$ cat config.mk
export PLATFORM = sky130hd
export DESIGN_NAME = icache_flat
export DESIGN_NICKNAME = d
export VERILOG_FILES = /design/src/rtl/icache_if.sv /design/src/rtl/icache.sv /design/src/flat_wrapper.sv
export SDC_FILE = /design/constraint.sdc
export NUM_CORES = 2
export LEC_CHECK = 0
export ABC_AREA = 0
export BUFFER_PORTS_ARGS = -buffer_cell sky130_fd_sc_hd__buf_2
export CORE_AREA = 2 2 527 529
export CTS_CLUSTER_DIAMETER = 50
export DETAILED_ROUTE_END_ITERATION = 16
export DIE_AREA = 0 0 529 531
export PLACE_DENSITY = 0.53
export SLEW_MARGIN = 20
export SYNTH_ARGS = -nofsm -noshare
export SYNTH_HDL_FRONTEND = slang
export SYNTH_SLANG_ARGS = --single-unit
$ cat constraint.sdc
create_clock -name clk -period 7.65 [get_ports clk]
set_clock_uncertainty 0.1 [all_clocks]
set_input_delay 1.53 -clock clk [delete_from_list [all_inputs] [get_ports clk]]
set_output_delay 1.53 -clock clk [all_outputs]
set_load 0.01 [all_outputs]
$ cat src/rtl/icache_if.sv
// Refill bus between the instruction cache and backing memory.
// The cache is the master: it issues word-address requests and receives beats.
interface icache_if #(
   parameter int DATA_WIDTH = 32
);
   logic                  mem_req;
   logic [DATA_WIDTH-1:0] mem_addr;
   logic                  mem_rvalid;
   logic [DATA_WIDTH-1:0] mem_rdata;

   modport master (output mem_req, output mem_addr, input mem_rvalid, input mem_rdata);
   modport slave  (input mem_req, input mem_addr, output mem_rvalid, output mem_rdata);
endinterface

$ cat src/rtl/icache.sv
// Direct-mapped, read-only instruction cache with zero-latency hits and
// a word-by-word line refill; invalidate (fence.i) drops every line.
module icache #(
   parameter int DATA_WIDTH     = 32,
   parameter int SETS           = 16,
   parameter int WORDS_PER_LINE = 4
) (
   input  logic                  clk,
   input  logic                  rst,
   input  logic [DATA_WIDTH-1:0] pc,
   input  logic                  invalidate,
   output logic [DATA_WIDTH-1:0] instr,
   output logic                  stall,
   icache_if.master              mem
);
   localparam int OFF_W   = $clog2(WORDS_PER_LINE);
   localparam int IDX_W   = $clog2(SETS);
   localparam int IDX_LSB = OFF_W + 2;
   localparam int TAG_LSB = IDX_LSB + IDX_W;
   localparam int TAG_W   = DATA_WIDTH - TAG_LSB;
   localparam logic [DATA_WIDTH-1:0] NOP = DATA_WIDTH'(32'h0000_0013);
   localparam logic [OFF_W-1:0] LAST_BEAT = OFF_W'(WORDS_PER_LINE - 1);

   typedef enum logic {IDLE, REFILL} state_t;
   state_t state_q, state_d;

   logic [SETS-1:0]       valid_q;
   logic [TAG_W-1:0]      tag_q  [SETS];
   logic [DATA_WIDTH-1:0] data_q [SETS][WORDS_PER_LINE];
   logic [DATA_WIDTH-1:0] base_q;
   logic [OFF_W-1:0]      beat_q;

   logic [OFF_W-1:0] off;
   logic [IDX_W-1:0] idx, ref_idx;
   logic [TAG_W-1:0] tag, ref_tag;
   logic             hit, accept, last;
   logic             unused_pc_bits;

   assign off     = pc[IDX_LSB-1:2];
   assign idx     = pc[TAG_LSB-1:IDX_LSB];
   assign tag     = pc[DATA_WIDTH-1:TAG_LSB];
   assign ref_idx = base_q[TAG_LSB-1:IDX_LSB];
   assign ref_tag = base_q[DATA_WIDTH-1:TAG_LSB];
   assign unused_pc_bits = ^pc[1:0];

   assign hit    = (state_q == IDLE) && valid_q[idx] && (tag_q[idx] == tag);
   // invalidate wins over a beat arriving in the same cycle
   assign accept = (state_q == REFILL) && mem.mem_rvalid && !invalidate;
   assign last   = (beat_q == LAST_BEAT);

   always_comb begin
      instr        = NOP;
      stall        = 1'b1;
      mem.mem_req  = 1'b0;
      mem.mem_addr = '0;
      if (hit) begin
         instr = data_q[idx][off];
         stall = 1'b0;
      end
      if (state_q == REFILL) begin
         mem.mem_req  = 1'b1;
         mem.mem_addr = base_q + DATA_WIDTH'({beat_q, 2'b00});
      end
   end

   always_ff @(posedge clk) begin
      if (rst) state_q <= IDLE;
      else     state_q <= state_d;
   end

   always_comb begin
      state_d = state_q;
      case (state_q)
         IDLE:   if (!hit) state_d = REFILL;
         REFILL: if (invalidate || (accept && last)) state_d = IDLE;
         default: state_d = IDLE;
      endcase
   end

   always_ff @(posedge clk) begin
      if (rst) begin
         valid_q <= '0;
         beat_q  <= '0;
         base_q  <= '0;
      end else begin
         if (state_q == IDLE && !hit) begin
            base_q <= {pc[DATA_WIDTH-1:IDX_LSB], {IDX_LSB{1'b0}}};
            beat_q <= '0;
         end
         if (accept) beat_q <= last ? '0 : beat_q + 1'b1;
         if (state_q == REFILL && invalidate) beat_q <= '0;
         if (accept && last) valid_q[ref_idx] <= 1'b1;
         if (invalidate) valid_q <= '0;
      end
   end

   // Tag/data need no reset: every read is qualified by valid_q.
   always_ff @(posedge clk) begin
      if (accept) data_q[ref_idx][beat_q] <= mem.mem_rdata;
      if (accept && last) tag_q[ref_idx] <= ref_tag;
   end
endmodule
$ cat src/flat_wrapper.sv
// flat-port wrapper written by rule: the top's interface ports become plain ports
module icache_flat 
#(
   parameter int DATA_WIDTH     = 32,
   parameter int SETS           = 16,
   parameter int WORDS_PER_LINE = 4
)
  (clk, rst, pc, invalidate, instr, stall, mem_mem_req, mem_mem_addr, mem_mem_rvalid, mem_mem_rdata);
  icache_if #(.DATA_WIDTH(DATA_WIDTH)) mem_i ();
  input  logic clk;
  input  logic rst;
  input  logic [DATA_WIDTH-1:0] pc;
  input  logic invalidate;
  output logic [DATA_WIDTH-1:0] instr;
  output logic stall;
  output wire logic [$bits(mem_i.mem_req)-1:0] mem_mem_req;
  output wire logic [$bits(mem_i.mem_addr)-1:0] mem_mem_addr;
  input wire logic [$bits(mem_i.mem_rvalid)-1:0] mem_mem_rvalid;
  input wire logic [$bits(mem_i.mem_rdata)-1:0] mem_mem_rdata;
  assign mem_mem_req = mem_i.mem_req;
  assign mem_mem_addr = mem_i.mem_addr;
  assign mem_i.mem_rvalid = mem_mem_rvalid;
  assign mem_i.mem_rdata = mem_mem_rdata;
  icache #(.DATA_WIDTH(DATA_WIDTH), .SETS(SETS), .WORDS_PER_LINE(WORDS_PER_LINE)) u_core (.clk(clk), .rst(rst), .pc(pc), .invalidate(invalidate), .instr(instr), .stall(stall), .mem(mem_i));
endmodule
==> results.sh <==
export IMPL_clockBufferDepth=4
export IMPL_totalWireLength_mm=247
export IMPL_crit_required_ns=6.02
export IMPL_htree_levels=5
export IMPL_layout_nets=4516
export IMPL_reg2reg_from="u_core.state_q"
export IMPL_path_class="in -> out"
export IMPL_worst_pin_slew_ns=1.10
export IMPL_syn_area_um2=95900
export IMPL_cts_hold_buf=0
export IMPL_hold_path_cell_count=1
export IMPL_ys_flop_type="edfxtp_1"
export IMPL_grt_setup_unrepaired="false"
export IMPL_maxSlewHeadroom_pct=26.6
export IMPL_power_share_clock_pct=45.2
export IMPL_outcome="complete, no violations"
export IMPL_synth_edf_count=2432
export IMPL_syn_inst=4090
export IMPL_yosys_warnings=0
export IMPL_drv_slew=0
export IMPL_drt_iter0_drc=4514
export IMPL_start_kind="input pin"
export IMPL_hold_slack_ns=0.362
export IMPL_rows=193
export IMPL_place_port_buffers=129
export IMPL_gp_congestion=0.811
export IMPL_fin_cells=8269
export IMPL_synth_seq_area_share_pct=77.1
export IMPL_dp_hpwl_mm=134
export IMPL_async_reset_ff_share_pct=0
export IMPL_crit_top_cell="buf_4"
export IMPL_slowest_stage="mux4_2"
export IMPL_hp_class="reg -> reg"
export IMPL_p_switching_mw=6.35
export IMPL_r2r_slack_ns=3.54
export IMPL_synth_seq_cells=2479
export IMPL_ys_types=66
export IMPL_dpl_cell_count=7741
export IMPL_cts_root_buf="clkbuf_16"
export IMPL_reg2regPathDepth=6
export IMPL_antenna_left=0
export IMPL_grt_start_max_net_pins=92
export IMPL_dr_pass1_iters=5
export IMPL_dr_total_vias=45200
export IMPL_syn_area_per_cell_um2=23.4
export IMPL_switching_share_pct=21.1
export IMPL_fin_crit_sh_pct=92.5
export IMPL_initial_core_util_pct=34.8
export IMPL_grt_antenna_before_repair=25
export IMPL_pin_count=134
export IMPL_fmax_mhz=141
export IMPL_p_per_area_nw_per_um2=270
export IMPL_tritoncts="yes"
export IMPL_cts_inserted_buffers=304
export IMPL_clk_latency_ns=0.90
export IMPL_dieArea_um2=281000
export IMPL_r2r_end="u_core.data_q[7][6]"
export IMPL_power_frac_comb_pct=4.5
export IMPL_vias_per_cell=5.46
export IMPL_overflow=0
export IMPL_drc_errors=0
export IMPL_wire_per_inst_um=29.9
export IMPL_clk_pin_slew_ns=0.06
export IMPL_cts_sinks=2479
export IMPL_grt_pass1_wl_mm=350
export IMPL_drive_gt1_share_pct=33.2
export IMPL_critPathArrivalTime_ns=5.45
export IMPL_critPathCaptureType="output pin"
export IMPL_fin_setup_tns_ns=0
export IMPL_post_route_min_period_ns=7.08
export IMPL_die_w_um=529
export IMPL_internal_power_mw=23.7
export IMPL_grt_use_total_pct=17.5
export IMPL_peakVddDrop_uv=204
export IMPL_min_from="u_core.valid_q[12]"
export IMPL_seq_power_share_pct=50.3
export IMPL_cp_max_fo=45
export IMPL_die_y_um=531
export IMPL_cap_violations=0
export IMPL_setup_viol=0
export IMPL_area_delta_synth_final_pct=16.2
export IMPL_hold_end="u_core.valid_q[12]"
export IMPL_grt_pass1_vias=46200
export IMPL_timing_critical_path_cells="buf_8 > buf_4 > mux4_2 > mux2i_1 > nor3_1 > a31oi_1 > nand2_1 > nor4b_1 > nand4bb_4 > buf_12 > a311oi_1 > buf_4 > buf_2"
export IMPL_core_um2=275000
export IMPL_postCtsSetupBuffers=0
export IMPL_cts_repair_resized=0
export IMPL_finalHoldViolCount=0
export IMPL_p_leak_nw=34.5
export IMPL_slowest_delay_ns=0.52
state kept, by name, summed over array words and instances (netlist names):
name,cells
u_core.data_q,2048
u_core.base_q,28
u_core.state_q,1
u_core.valid_q,16
u_core.tag_q,384
u_core.beat_q,2
layout make-up:
type	instances	area [um^2]
Multi-Input combinational cell	1367	21300
Clock buffer	368	7980
Clock inverter	148	1400
Fill cell	24000	164000
Inverter	9	41.3
Antenna cell	8	20.0
Timing Repair Buffer	283	2200
Tap cell	3607	4510
Sequential cell	2479	74000
kinds of logic (layout without fill, tap and decap cells):
| logic type | Yosys count | count (layout) | synth area share [%] |
|---|---|---|---|
| mux | 826 | 826 | 18.3 |
| fa+ha+maj | 4 | 4 | 0.0522 |
| xor+xnor | 22 | 22 | 0.201 |
| simple gates | 311 | 311 | 1.65 |
| other cells | 1 | 10 | 0.00391 |
| buf+inv | 245 | 808 | 1.20 |
| compound gates | 202 | 202 | 1.51 |
| flops | 2479 | 2479 | 77.1 |
critical path, delay by kind of cell:
kind | cells | cell delay [ns]
compound gates | 2 | 0.55
buf+inv | 5 | 1.36
mux | 2 | 0.96
simple gates | 4 | 0.92
placed cells by master, fill, tap and decap left out, types with 6 or more instances in the layout:
| cell type | instances |
|---|---|
| inv_1 | 6 |
| nor2_1 | 14 |
| buf_12 | 22 |
| clkbuf_1 | 56 |
| xnor2_1 | 16 |
| mux2i_1 | 63 |
| xor2_1 | 6 |
| o311ai_1 | 12 |
| nor2b_1 | 35 |
| a22oi_1 | 30 |
| diode_2 | 8 |
| dfxtp_1 | 46 |
| or2_2 | 7 |
| buf_2 | 97 |
| clkinv_4 | 10 |
| nand2b_1 | 6 |
| nand3_1 | 15 |
| clkbuf_16 | 309 |
| clkinvlp_4 | 13 |
| o21ai_0 | 36 |
| edfxtp_1 | 2432 |
| a21oi_1 | 8 |
| mux4_2 | 736 |
| clkinv_1 | 41 |
| clkinv_2 | 38 |
| o22ai_1 | 21 |
| nor2_4 | 64 |
| buf_4 | 159 |
| o311ai_0 | 17 |
| nor3_1 | 13 |
| nor3b_1 | 24 |
| and2_1 | 37 |
| inv_6 | 19 |
| bufinv_16 | 21 |
| a211oi_1 | 21 |
| mux2_2 | 27 |
| nand2_1 | 73 |
| o21a_1 | 17 |
| a311oi_1 | 9 |
power groups by stage:
stage	Combinational [mW]	Clock (mW)	Sequential (mW)
after floorplan	0.802	0	15.3
after global placement	1.34	0	15.4
after detailed placement	1.36	0	15.4
after CTS	1.36	13.9	15.1
after global routing	1.44	14.4	15.1
final	1.35	13.6	15.1
per-layer routing:
metal | routed length (um) | GRT usage, % | vias to the layer above | part of all wire, %
met1 | 106000 | 24.5 | 24900 | 43
met4 | 5800 | 4.65 | 8 | 2.3
met3 | 15200 | 2.92 | 377 | 6.2
met5 | 49 | 0 | - | 0.020
li1 | - | - | 18300 | -
met2 | 120000 | 28.4 | 1508 | 49
per-stage QoR:
stage	util (%)	total power, mW	cell area [um^2]	setup slack, ns
CTS	40.4	30.3	111000	0.461
finish	40.5	30.0	111000	0.572
global placement	37.0	16.7	102000	0.379
detailed placement	37.0	16.8	102000	0.462
floorplan	-	16.1	95900	1.09
global route	40.5	31.0	111000	0.332
cells in the mapped netlist (all sizes together), types with 2 or more instances:
cell     count  area (um^2)
edfxtp    2432        73000
mux4       736        16600
clkbuf     127          477
buf        109          637
nor2        79          297
nand2       74          278
mux2i       63          631
dfxtp       47          941
and2        37          231
o21ai       36          180
nor2b       35          219
a22oi       30          225
o311ai      29          254
mux2        27          304
nor3b       24          180
a211oi      21          158
o22ai       21          131
o21a        17          128
xnor2       16          140
nand3       15         75.1
nor3        13         65.1
a311oi       9         78.8
a21oi        8         40.0
inv          8         30.0
or2          8         50.1
nand2b       6         37.5
xor2         6         52.6
a31oi        5         31.3
or3          5         31.3
a2111oi      4         35.0
ha           4         50.1
o31ai        4         30.0
a221oi       3         26.3
nor4         3         18.8
a221o        2         20.0
and3         2         12.5
nand4        2         12.5
worst max path at each step:
stage / slack, ns / from / cells after the start / to
2_1_floorplan: 1.09 / pc[4] / 11 / instr[29]
3_3_place_gp: 0.38 / pc[4] / 12 / instr[10]
3_5_place_dp: 0.46 / pc[4] / 12 / instr[10]
4_1_cts: 0.46 / pc[4] / 12 / instr[10]
5_1_grt: 0.33 / pc[4] / 13 / instr[23]
6_report: 0.57 / pc[4] / 13 / instr[23]
No activity file was read; power rests on OpenSTA's default activity.
